==> src/rtl/keypad_password_entry_pkg.sv <==
// Shared constants, keypad code map and scanner state type for the password-entry block.
package pw_pkg;

  localparam logic [4:0] EMPTY_DIGIT = 5'h1F;

  localparam logic [3:0] KEY_BKSP = 4'd10;
  localparam logic [3:0] KEY_CLR  = 4'd11;
  localparam logic [3:0] KEY_ENT  = 4'd12;
  localparam logic [3:0] KEY_D    = 4'd13;
  localparam logic [3:0] KEY_E    = 4'd14;
  localparam logic [3:0] KEY_F    = 4'd15;

  typedef enum logic [1:0] {
    ST_SCAN,
    ST_DEBOUNCE,
    ST_HELD
  } scan_state_t;

  function automatic logic [3:0] keymap(input logic [1:0] row, input logic [1:0] col);
    logic [3:0] code;
    case ({row, col})
      4'h0:    code = 4'd1;
      4'h1:    code = 4'd2;
      4'h2:    code = 4'd3;
      4'h3:    code = KEY_BKSP;
      4'h4:    code = 4'd4;
      4'h5:    code = 4'd5;
      4'h6:    code = 4'd6;
      4'h7:    code = KEY_CLR;
      4'h8:    code = 4'd7;
      4'h9:    code = 4'd8;
      4'hA:    code = 4'd9;
      4'hB:    code = KEY_ENT;
      4'hC:    code = KEY_E;
      4'hD:    code = 4'd0;
      4'hE:    code = KEY_F;
      default: code = KEY_D;
    endcase
    return code;
  endfunction

endpackage

==> src/rtl/keypad_password_entry_if.sv <==
// Keypad pins plus the digit fields and status pulses handed to the display and compare logic.
interface keypad_password_entry_if;

  logic [3:0] key_row;
  logic [3:0] key_col;
  logic       lock;
  logic [4:0] p0;
  logic [4:0] p1;
  logic [4:0] p2;
  logic [4:0] p3;
  logic [4:0] p4;
  logic [4:0] p5;
  logic [2:0] digit_cnt;
  logic       show_digits;
  logic       submit;
  logic       reject;

  modport master (
    output key_row, lock,
    input  key_col, p0, p1, p2, p3, p4, p5, digit_cnt, show_digits, submit, reject
  );

  modport slave (
    input  key_row, lock,
    output key_col, p0, p1, p2, p3, p4, p5, digit_cnt, show_digits, submit, reject
  );

endinterface

==> src/rtl/keypad_password_entry_scanner.sv <==
// Column scanner with tick divider, row synchroniser and press/release debounce.
// Emits a single-cycle key event with its code once a press has been stable long enough.
module keypad_password_entry_scanner
  import pw_pkg::*;
#(
  parameter int SCAN_DIV       = 50000,
  parameter int DEBOUNCE_TICKS = 20
) (
  input  logic       clk,
  input  logic       rst,
  input  logic [3:0] i_keyRow,
  output logic [3:0] o_keyCol,
  output logic       o_keyEvt,
  output logic [3:0] o_keyCode
);

  localparam int TICK_W = (SCAN_DIV > 1) ? $clog2(SCAN_DIV) : 1;
  localparam int DB_W   = $clog2(DEBOUNCE_TICKS + 1);
  localparam logic [TICK_W-1:0] TICK_LAST = TICK_W'(SCAN_DIV - 1);
  localparam logic [DB_W-1:0]   DB_LAST   = DB_W'(DEBOUNCE_TICKS - 1);

  logic [TICK_W-1:0] r_tickCnt;
  logic [3:0]        r_rowMeta;
  logic [3:0]        r_rowSync;
  logic [DB_W-1:0]   r_dbCnt;
  logic [1:0]        r_colIdx;
  logic [1:0]        r_row;
  logic [3:0]        r_keyCol;
  logic              r_keyEvt;
  logic [3:0]        r_keyCode;
  scan_state_t       r_state;

  logic       w_tick;
  logic       w_anyLow;
  logic [1:0] w_lowRow;

  assign w_tick = (r_tickCnt == TICK_LAST);

  always_ff @(posedge clk or posedge rst) begin
    if (rst) begin
      r_tickCnt <= '0;
      r_rowMeta <= 4'hF;
      r_rowSync <= 4'hF;
    end else begin
      r_tickCnt <= w_tick ? '0 : r_tickCnt + TICK_W'(1);
      r_rowMeta <= i_keyRow;
      r_rowSync <= r_rowMeta;
    end
  end

  // Lowest-index low row wins when several keys in one column are down.
  always_comb begin
    w_anyLow = (r_rowSync != 4'hF);
    w_lowRow = 2'd0;
    for (int i = 3; i >= 0; i--) begin
      if (!r_rowSync[i]) w_lowRow = 2'(i);
    end
  end

  always_ff @(posedge clk or posedge rst) begin
    if (rst) begin
      r_state   <= ST_SCAN;
      r_keyCol  <= 4'b1110;
      r_colIdx  <= 2'd0;
      r_row     <= 2'd0;
      r_dbCnt   <= '0;
      r_keyEvt  <= 1'b0;
      r_keyCode <= 4'd0;
    end else begin
      r_keyEvt <= 1'b0;
      if (w_tick) begin
        case (r_state)
          ST_SCAN: begin
            if (w_anyLow) begin
              r_row   <= w_lowRow;
              r_dbCnt <= '0;
              r_state <= ST_DEBOUNCE;
            end else begin
              r_keyCol <= {r_keyCol[2:0], r_keyCol[3]};
              r_colIdx <= r_colIdx + 2'd1;
            end
          end
          ST_DEBOUNCE: begin
            if (r_rowSync[r_row]) begin
              r_state <= ST_SCAN;
            end else if (r_dbCnt == DB_LAST) begin
              r_keyEvt  <= 1'b1;
              r_keyCode <= keymap(r_row, r_colIdx);
              r_dbCnt   <= '0;
              r_state   <= ST_HELD;
            end else begin
              r_dbCnt <= r_dbCnt + DB_W'(1);
            end
          end
          ST_HELD: begin
            if (w_anyLow) begin
              r_dbCnt <= '0;
            end else if (r_dbCnt == DB_LAST) begin
              r_dbCnt <= '0;
              r_state <= ST_SCAN;
            end else begin
              r_dbCnt <= r_dbCnt + DB_W'(1);
            end
          end
          default: r_state <= ST_SCAN;
        endcase
      end
    end
  end

  assign o_keyCol  = r_keyCol;
  assign o_keyEvt  = r_keyEvt;
  assign o_keyCode = r_keyCode;

endmodule

==> src/rtl/keypad_password_entry.sv <==
// Password entry: turns debounced key events into up to six digit fields plus edit,
// enter and show/mask handling for the password display and compare logic.
module keypad_password_entry
  import pw_pkg::*;
#(
  parameter int SCAN_DIV       = 50000,
  parameter int DEBOUNCE_TICKS = 20,
  parameter int MIN_LEN        = 4
) (
  input logic                    clk,
  input logic                    rst,
  keypad_password_entry_if.slave bus
);

  localparam logic [2:0] MIN_LEN_C = 3'(MIN_LEN);

  logic       w_keyEvt;
  logic [3:0] w_keyCode;
  logic       w_accept;

  logic [4:0] r_digits [6];
  logic [2:0] r_digitCnt;
  logic       r_show;
  logic       r_submit;
  logic       r_reject;
  logic       r_clearPending;

  keypad_password_entry_scanner #(
    .SCAN_DIV       (SCAN_DIV),
    .DEBOUNCE_TICKS (DEBOUNCE_TICKS)
  ) u_scanner (
    .clk       (clk),
    .rst       (rst),
    .i_keyRow  (bus.key_row),
    .o_keyCol  (bus.key_col),
    .o_keyEvt  (w_keyEvt),
    .o_keyCode (w_keyCode)
  );

  assign w_accept = w_keyEvt && !bus.lock;

  // A submitted entry stays visible for the submit cycle and is wiped on the next edge.
  always_ff @(posedge clk or posedge rst) begin
    if (rst) begin
      for (int i = 0; i < 6; i++) r_digits[i] <= EMPTY_DIGIT;
      r_digitCnt     <= 3'd0;
      r_show         <= 1'b0;
      r_submit       <= 1'b0;
      r_reject       <= 1'b0;
      r_clearPending <= 1'b0;
    end else begin
      r_submit <= 1'b0;
      r_reject <= 1'b0;
      if (r_clearPending) begin
        for (int i = 0; i < 6; i++) r_digits[i] <= EMPTY_DIGIT;
        r_digitCnt     <= 3'd0;
        r_clearPending <= 1'b0;
      end else if (w_accept) begin
        if (w_keyCode <= 4'd9) begin
          if (r_digitCnt < 3'd6) begin
            r_digits[r_digitCnt] <= {1'b0, w_keyCode};
            r_digitCnt           <= r_digitCnt + 3'd1;
          end
        end else begin
          case (w_keyCode)
            KEY_BKSP: begin
              if (r_digitCnt != 3'd0) begin
                r_digits[r_digitCnt - 3'd1] <= EMPTY_DIGIT;
                r_digitCnt                  <= r_digitCnt - 3'd1;
              end
            end
            KEY_CLR: begin
              for (int i = 0; i < 6; i++) r_digits[i] <= EMPTY_DIGIT;
              r_digitCnt <= 3'd0;
            end
            KEY_ENT: begin
              if (r_digitCnt >= MIN_LEN_C) begin
                r_submit       <= 1'b1;
                r_clearPending <= 1'b1;
              end else begin
                r_reject <= 1'b1;
              end
            end
            KEY_F:   r_show <= ~r_show;
            default: ;
          endcase
        end
      end
    end
  end

  assign bus.p0          = r_digits[0];
  assign bus.p1          = r_digits[1];
  assign bus.p2          = r_digits[2];
  assign bus.p3          = r_digits[3];
  assign bus.p4          = r_digits[4];
  assign bus.p5          = r_digits[5];
  assign bus.digit_cnt   = r_digitCnt;
  assign bus.show_digits = r_show;
  assign bus.submit      = r_submit;
  assign bus.reject      = r_reject;

endmodule

==> src/flat_wrapper.sv <==
// flat-port wrapper written by rule: the top's interface ports become plain ports
module keypad_password_entry_flat import pw_pkg::*;
#(
  parameter int SCAN_DIV       = 50000,
  parameter int DEBOUNCE_TICKS = 20,
  parameter int MIN_LEN        = 4
)
  (clk, rst, bus_key_row, bus_lock, bus_key_col, bus_p0, bus_p1, bus_p2, bus_p3, bus_p4, bus_p5, bus_digit_cnt, bus_show_digits, bus_submit, bus_reject);
  keypad_password_entry_if bus_i ();
  input logic clk;
  input logic rst;
  input wire logic [$bits(bus_i.key_row)-1:0] bus_key_row;
  input wire logic [$bits(bus_i.lock)-1:0] bus_lock;
  output wire logic [$bits(bus_i.key_col)-1:0] bus_key_col;
  output wire logic [$bits(bus_i.p0)-1:0] bus_p0;
  output wire logic [$bits(bus_i.p1)-1:0] bus_p1;
  output wire logic [$bits(bus_i.p2)-1:0] bus_p2;
  output wire logic [$bits(bus_i.p3)-1:0] bus_p3;
  output wire logic [$bits(bus_i.p4)-1:0] bus_p4;
  output wire logic [$bits(bus_i.p5)-1:0] bus_p5;
  output wire logic [$bits(bus_i.digit_cnt)-1:0] bus_digit_cnt;
  output wire logic [$bits(bus_i.show_digits)-1:0] bus_show_digits;
  output wire logic [$bits(bus_i.submit)-1:0] bus_submit;
  output wire logic [$bits(bus_i.reject)-1:0] bus_reject;
  assign bus_i.key_row = bus_key_row;
  assign bus_i.lock = bus_lock;
  assign bus_key_col = bus_i.key_col;
  assign bus_p0 = bus_i.p0;
  assign bus_p1 = bus_i.p1;
  assign bus_p2 = bus_i.p2;
  assign bus_p3 = bus_i.p3;
  assign bus_p4 = bus_i.p4;
  assign bus_p5 = bus_i.p5;
  assign bus_digit_cnt = bus_i.digit_cnt;
  assign bus_show_digits = bus_i.show_digits;
  assign bus_submit = bus_i.submit;
  assign bus_reject = bus_i.reject;
  keypad_password_entry #(.SCAN_DIV(SCAN_DIV), .DEBOUNCE_TICKS(DEBOUNCE_TICKS), .MIN_LEN(MIN_LEN)) u_core (.clk(clk), .rst(rst), .bus(bus_i));
endmodule
==> config.mk <==
export PLATFORM = sky130hd
export DESIGN_NAME = keypad_password_entry_flat
export DESIGN_NICKNAME = d
export VERILOG_FILES = /design/src/rtl/keypad_password_entry_pkg.sv /design/src/rtl/keypad_password_entry_if.sv /design/src/rtl/keypad_password_entry_scanner.sv /design/src/rtl/keypad_password_entry.sv /design/src/flat_wrapper.sv
export SDC_FILE = /design/constraint.sdc
export NUM_CORES = 1
export LEC_CHECK = 0
export BUFFER_PORTS_ARGS = -buffer_cell sky130_fd_sc_hd__buf_2
export CAP_MARGIN = 5
export CELL_PAD_IN_SITES_DETAIL_PLACEMENT = 2
export CELL_PAD_IN_SITES_GLOBAL_PLACEMENT = 2
export CORE_MARGIN = 4
export CORE_UTILIZATION = 38
export CTS_CLUSTER_DIAMETER = 80
export DETAILED_ROUTE_END_ITERATION = 8
export PLACE_DENSITY = 0.92
export SKIP_LAST_GASP = 1
export SYNTH_ARGS = -nofsm -noshare
export SYNTH_HDL_FRONTEND = slang
export SYNTH_SLANG_ARGS = --single-unit
==> constraint.sdc <==
create_clock -name clk -period 2.9 [get_ports clk]
set_input_delay 0.145 -clock clk [delete_from_list [all_inputs] [get_ports clk]]
set_output_delay 0.145 -clock clk [all_outputs]
set_load 0.02 [all_outputs]
==> impl.org <==
** Setup path
- In this run the critical register-to-register path is launched from u_core.bus.digit_cnt[0]$_DFFE_PP0P_.
- Kind of start point of the critical path :: flop
- Of all nets on the critical path, the largest fanout is 12.
- The critical path ends at u_core.bus.p2[2]$_DFFE_PP1P_.
- For the worst setup path, the data required time is 3.18 ns.
- STA classifies the critical path endpoint as a flop.
- Launching element of the worst setup path :: u_core.bus.digit_cnt[0]$_DFFE_PP0P_
- Terminus of the critical flop-to-flop path :: u_core.bus.p2[2]$_DFFE_PP1P_
- The worst register-to-register path has a depth of 6.
- For the worst setup path, the data arrival time is 3.02 ns.
- Worst Path Class, Setup :: flop to flop
- Setup slack on the worst flop-to-flop path :: 0.16 ns

** Clock tree
- Counting along the longest clock path gives a buffer depth of 2.
- Clock transition at the registers of the reported paths :: 0.09 ns
- CTS Sinks :: 80
- TritonCTS created 9 clock buffers.
- Cts hold-fix bufs :: 5
- CTS placed an instance of sky130_fd_sc_hd__clkbuf_8 at the clock tree root.
- Clock latency reported for the late side of the worst-skew pair :: 0.36 ns
- In this run the post-CTS setup repair buffer count came out at 0.
- Clock tree from TritonCTS :: done
- CTS built an H-tree with a depth of 3.
- Count of instances resized after the clock tree is built :: 0

** Hold path
- Min-delay worst type :: primary input to flop

** Timing
- Setup repair after global routing left no endpoint under its margin.
- On the final layout, the worst clock skew is 0.0140 ns.
- Worst Max-Slew Pin Slew :: 0.800 ns
- In this run the tightest slew margin relative to its limit is 45.9%.
- Total negative slack :: 0 ns
- Static timing analysis puts the maximum clock frequency at 365 MHz.
- For the finished layout, the period the worst path requires is 2.74 ns.
- Setup slack on the critical path of the routed design comes to 0.161 ns.
- Max-slew violation count :: 0
- Final count of hold timing violations :: 0
- On the final layout, the worst hold slack is 0.154 ns.
- The worst path uses 94.4% of the clock period.
- Setup violations remaining at the end of the flow were counted as 0.

** Power and ir drop
- Across the VDD grid, the largest voltage drop is 287 µV.
- After layout, the design draws a total of 1.96 mW.
- Dividing total power by cell area gives a power density of 431 mW/mm².
- Summed over all cells, the static leakage comes to 2.01 nW.

** Logic synthesis
- Fraction of synthesis flops using an asynchronous set or reset pin :: 100%
- Synthesized net count :: 386
- During synthesis, Yosys emitted a total of 0 warnings.
- Number of synthesized flops with an enable pin :: 0
- Sequential elements use 52.5% of the synthesized area.
- Gate count after technology mapping :: 366
- Dividing the synthesized area by the synthesized cell count gives 10.7 µm².
- The commonest cells after synthesis are sky130_fd_sc_hd__dfstp_2 (41), sky130_fd_sc_hd__dfrtp_1 (39), sky130_fd_sc_hd__nand2_1 (35), sky130_fd_sc_hd__o21ai_0 (27), sky130_fd_sc_hd__nor2_1 (25).
- Counting flops and latches in the post-synthesis netlist gives 80.
- Total standard cell area after synthesis :: 0.00391 mm²
- By area the synthesized netlist is led by sky130_fd_sc_hd__dfstp_2 (28%), sky130_fd_sc_hd__dfrtp_1 (25%), sky130_fd_sc_hd__a2bb2oi_1 (5.4%), sky130_fd_sc_hd__ha_1 (4.2%), sky130_fd_sc_hd__o21ai_0 (3.5%).
- For this run, the leading register cell type out of synthesis is sky130_fd_sc_hd__dfstp_2.
- Most common cell in the netlist :: sky130_fd_sc_hd__dfstp_2
- Synth top area share :: 27.6%
- sky130_fd_sc_hd__dfstp_2 takes more of the synthesized area than any other cell.
- Yosys mapped the design onto 57 distinct sky130hd cell types.

** Placed design
- Routability-driven placement finished with a final weighted congestion of 0.879.
- Post-place setup slack :: 0.375 ns
- The count of buffers added on input and output ports is 46.
- Placed inst area :: 0.00432 mm²
- The number of placed instances, taps included, is 544.
- The HPWL after detailed placement is 8.55 mm.

** Job
- The tool flagged a number of max-cap violations equal to 0.

** Floorplan
- 47 I/O pins were placed.
- Std-Cell Core Area :: 0.00991 mm²
- FP Rows :: 36
- Die Wd :: 109 µm
- Once the floorplan was initialized, standard cells occupied 39.5% of the core.
- The die covers 0.0120 mm².
- The die is 109 µm tall.

** Detailed routing
- Vias post-DR :: 3267
- Routed length per placed instance :: 22.4 µm
- In this run, the number of DRC markers left after iteration 0 of detailed routing was 115.
- Remaining DRCs :: 0
- Mean number of vias per cell :: 5.78
- Once detail routing completed, the nets flagged for antenna violations numbered 0.
- First drt pass iteration count :: 5
- Wires add up to 12.7 mm.

** Cells and area
- The finished layout holds 565 standard cells, fillers aside.
- Number of inserted diodes :: 0
- For this run, the post-layout net count is 447.
- After routing the design area is 0.00455 mm².
- Area occupied by multi-input gates :: 0.00175 mm²
- Registers take 0.00205 mm².
- The layout has 1046 filler cells.
- Fraction of layout instances using a drive strength above 1 :: 29.2%
- Cells fill 45.9% of the core in the end.
- Layout Area Growth over Synthesis :: 16.4%

** Global routing
- For this run, the total global-route usage over all layers was measured as 22.5%.
- The number of global-route vias before repair is 3678.
- For this run the aggregate overflow at the end of global routing stands at 0.
- Pin count of the biggest net entering global routing :: 33
- The number of antenna violations at the first check in global routing is 0.
- The first global-routing pass estimated 20.6 mm of wire.

** Run status
- The run finished with clean final reports.
==> sequential cells by signal (all words and copies together) (netlist names), 2 cells and up <==
| name | count |
|---|---|
| u_core.bus.p4 | 5 |
| u_core.u_scanner.o_keyCode | 4 |
| u_core.bus.p3 | 5 |
| u_core.u_scanner.r_dbCnt | 5 |
| u_core.bus.p2 | 5 |
| u_core.u_scanner.o_keyCol | 4 |
| u_core.u_scanner.r_state | 2 |
| u_core.bus.digit_cnt | 3 |
| u_core.u_scanner.r_row | 2 |
| u_core.u_scanner.r_colIdx | 2 |
| u_core.bus.p0 | 5 |
| u_core.bus.p1 | 5 |
| u_core.u_scanner.r_tickCnt | 16 |
| u_core.u_scanner.r_rowMeta | 4 |
| u_core.bus.p5 | 5 |
| u_core.u_scanner.r_rowSync | 4 |
==> cells in the final DEF, fill, tap and decap left out, drive strengths merged, types with 3 or more instances in the layout <==
master and instances:
a211oi 4, a21oi 16, a22o 3, a2bb2oi 24
a31oi 6, and2 3, and3 4, buf 56
clkbuf 10, dfrtp 39, dfstp 41, dlygate4sd3 5
ha 13, inv 17, mux2 4, nand2 35
nand3 14, nand4 6, nand4b 3, nor2 25
nor2b 7, nor3 10, nor4 4, o21a 3
o21ai 27, o22ai 4, or3 5, xnor2 8
xor2 6
==> power by group <==
part           internal (mW)  switching [mW]
clock network          0.339           0.451
registers               1.13         0.00478
logic                 0.0118          0.0289
total                   1.48           0.484
==> worst min path at each step <==
stage                         startpoint                                 endpoint  slack [ns]  cells past startpoint
after floorplan           bus_key_row[0]  u_core.u_scanner.r_rowMeta[0]$_DFF_PP1_        0.15                      0
after global placement    bus_key_row[2]  u_core.u_scanner.r_rowMeta[2]$_DFF_PP1_        0.25                      1
after detailed placement  bus_key_row[0]  u_core.u_scanner.r_rowMeta[0]$_DFF_PP1_        0.25                      1
after CTS                       bus_lock              u_core.bus.reject$_DFF_PP0_        0.15                      4
after global routing            bus_lock              u_core.bus.reject$_DFF_PP0_        0.18                      4
final                           bus_lock              u_core.bus.reject$_DFF_PP0_        0.15                      4
==> final cells by class <==
cell class / instances / area share (%)
clock inverters: 6 / 0.907
flip-flops and latches: 80 / 45.1
well taps: 133 / 3.65
repair buffers: 61 / 7.80
inverters: 14 / 1.15
clock buffers: 10 / 3.02
multi-input cells: 261 / 38.4
==> routing by layer <==
metal	wire, µm	part of all wire [%]	GRT usage (%)	vias to the layer above
li1	-	-	-	1453
met4	354	2.8	7.66	0
met1	5530	44	28.1	1715
met5	0	0	0	-
met3	389	3.1	4.17	30
met2	6390	50	38.9	69
==> cells by family (layout without fill, tap and decap cells) <==
logic type	Yosys count	in the layout	synth area share, %
compound gates	103	103	18.1
xor+xnor	14	14	3.14
fa+ha+maj	13	13	4.16
buf+inv	25	91	2.82
flops	80	80	52.5
mux	6	6	2.37
simple gates	125	125	16.9
==> critical path, stage by stage (launching register included) <==
cell and delay [ns]:
sky130_fd_sc_hd__dfrtp_1 0.64, sky130_fd_sc_hd__inv_1 0.27, sky130_fd_sc_hd__ha_1 0.35, sky130_fd_sc_hd__xor2_1 0.21
sky130_fd_sc_hd__or3_1 0.40, sky130_fd_sc_hd__a211oi_1 0.56, sky130_fd_sc_hd__a2bb2oi_1 0.21
Power figures use the tool's default switching activity.
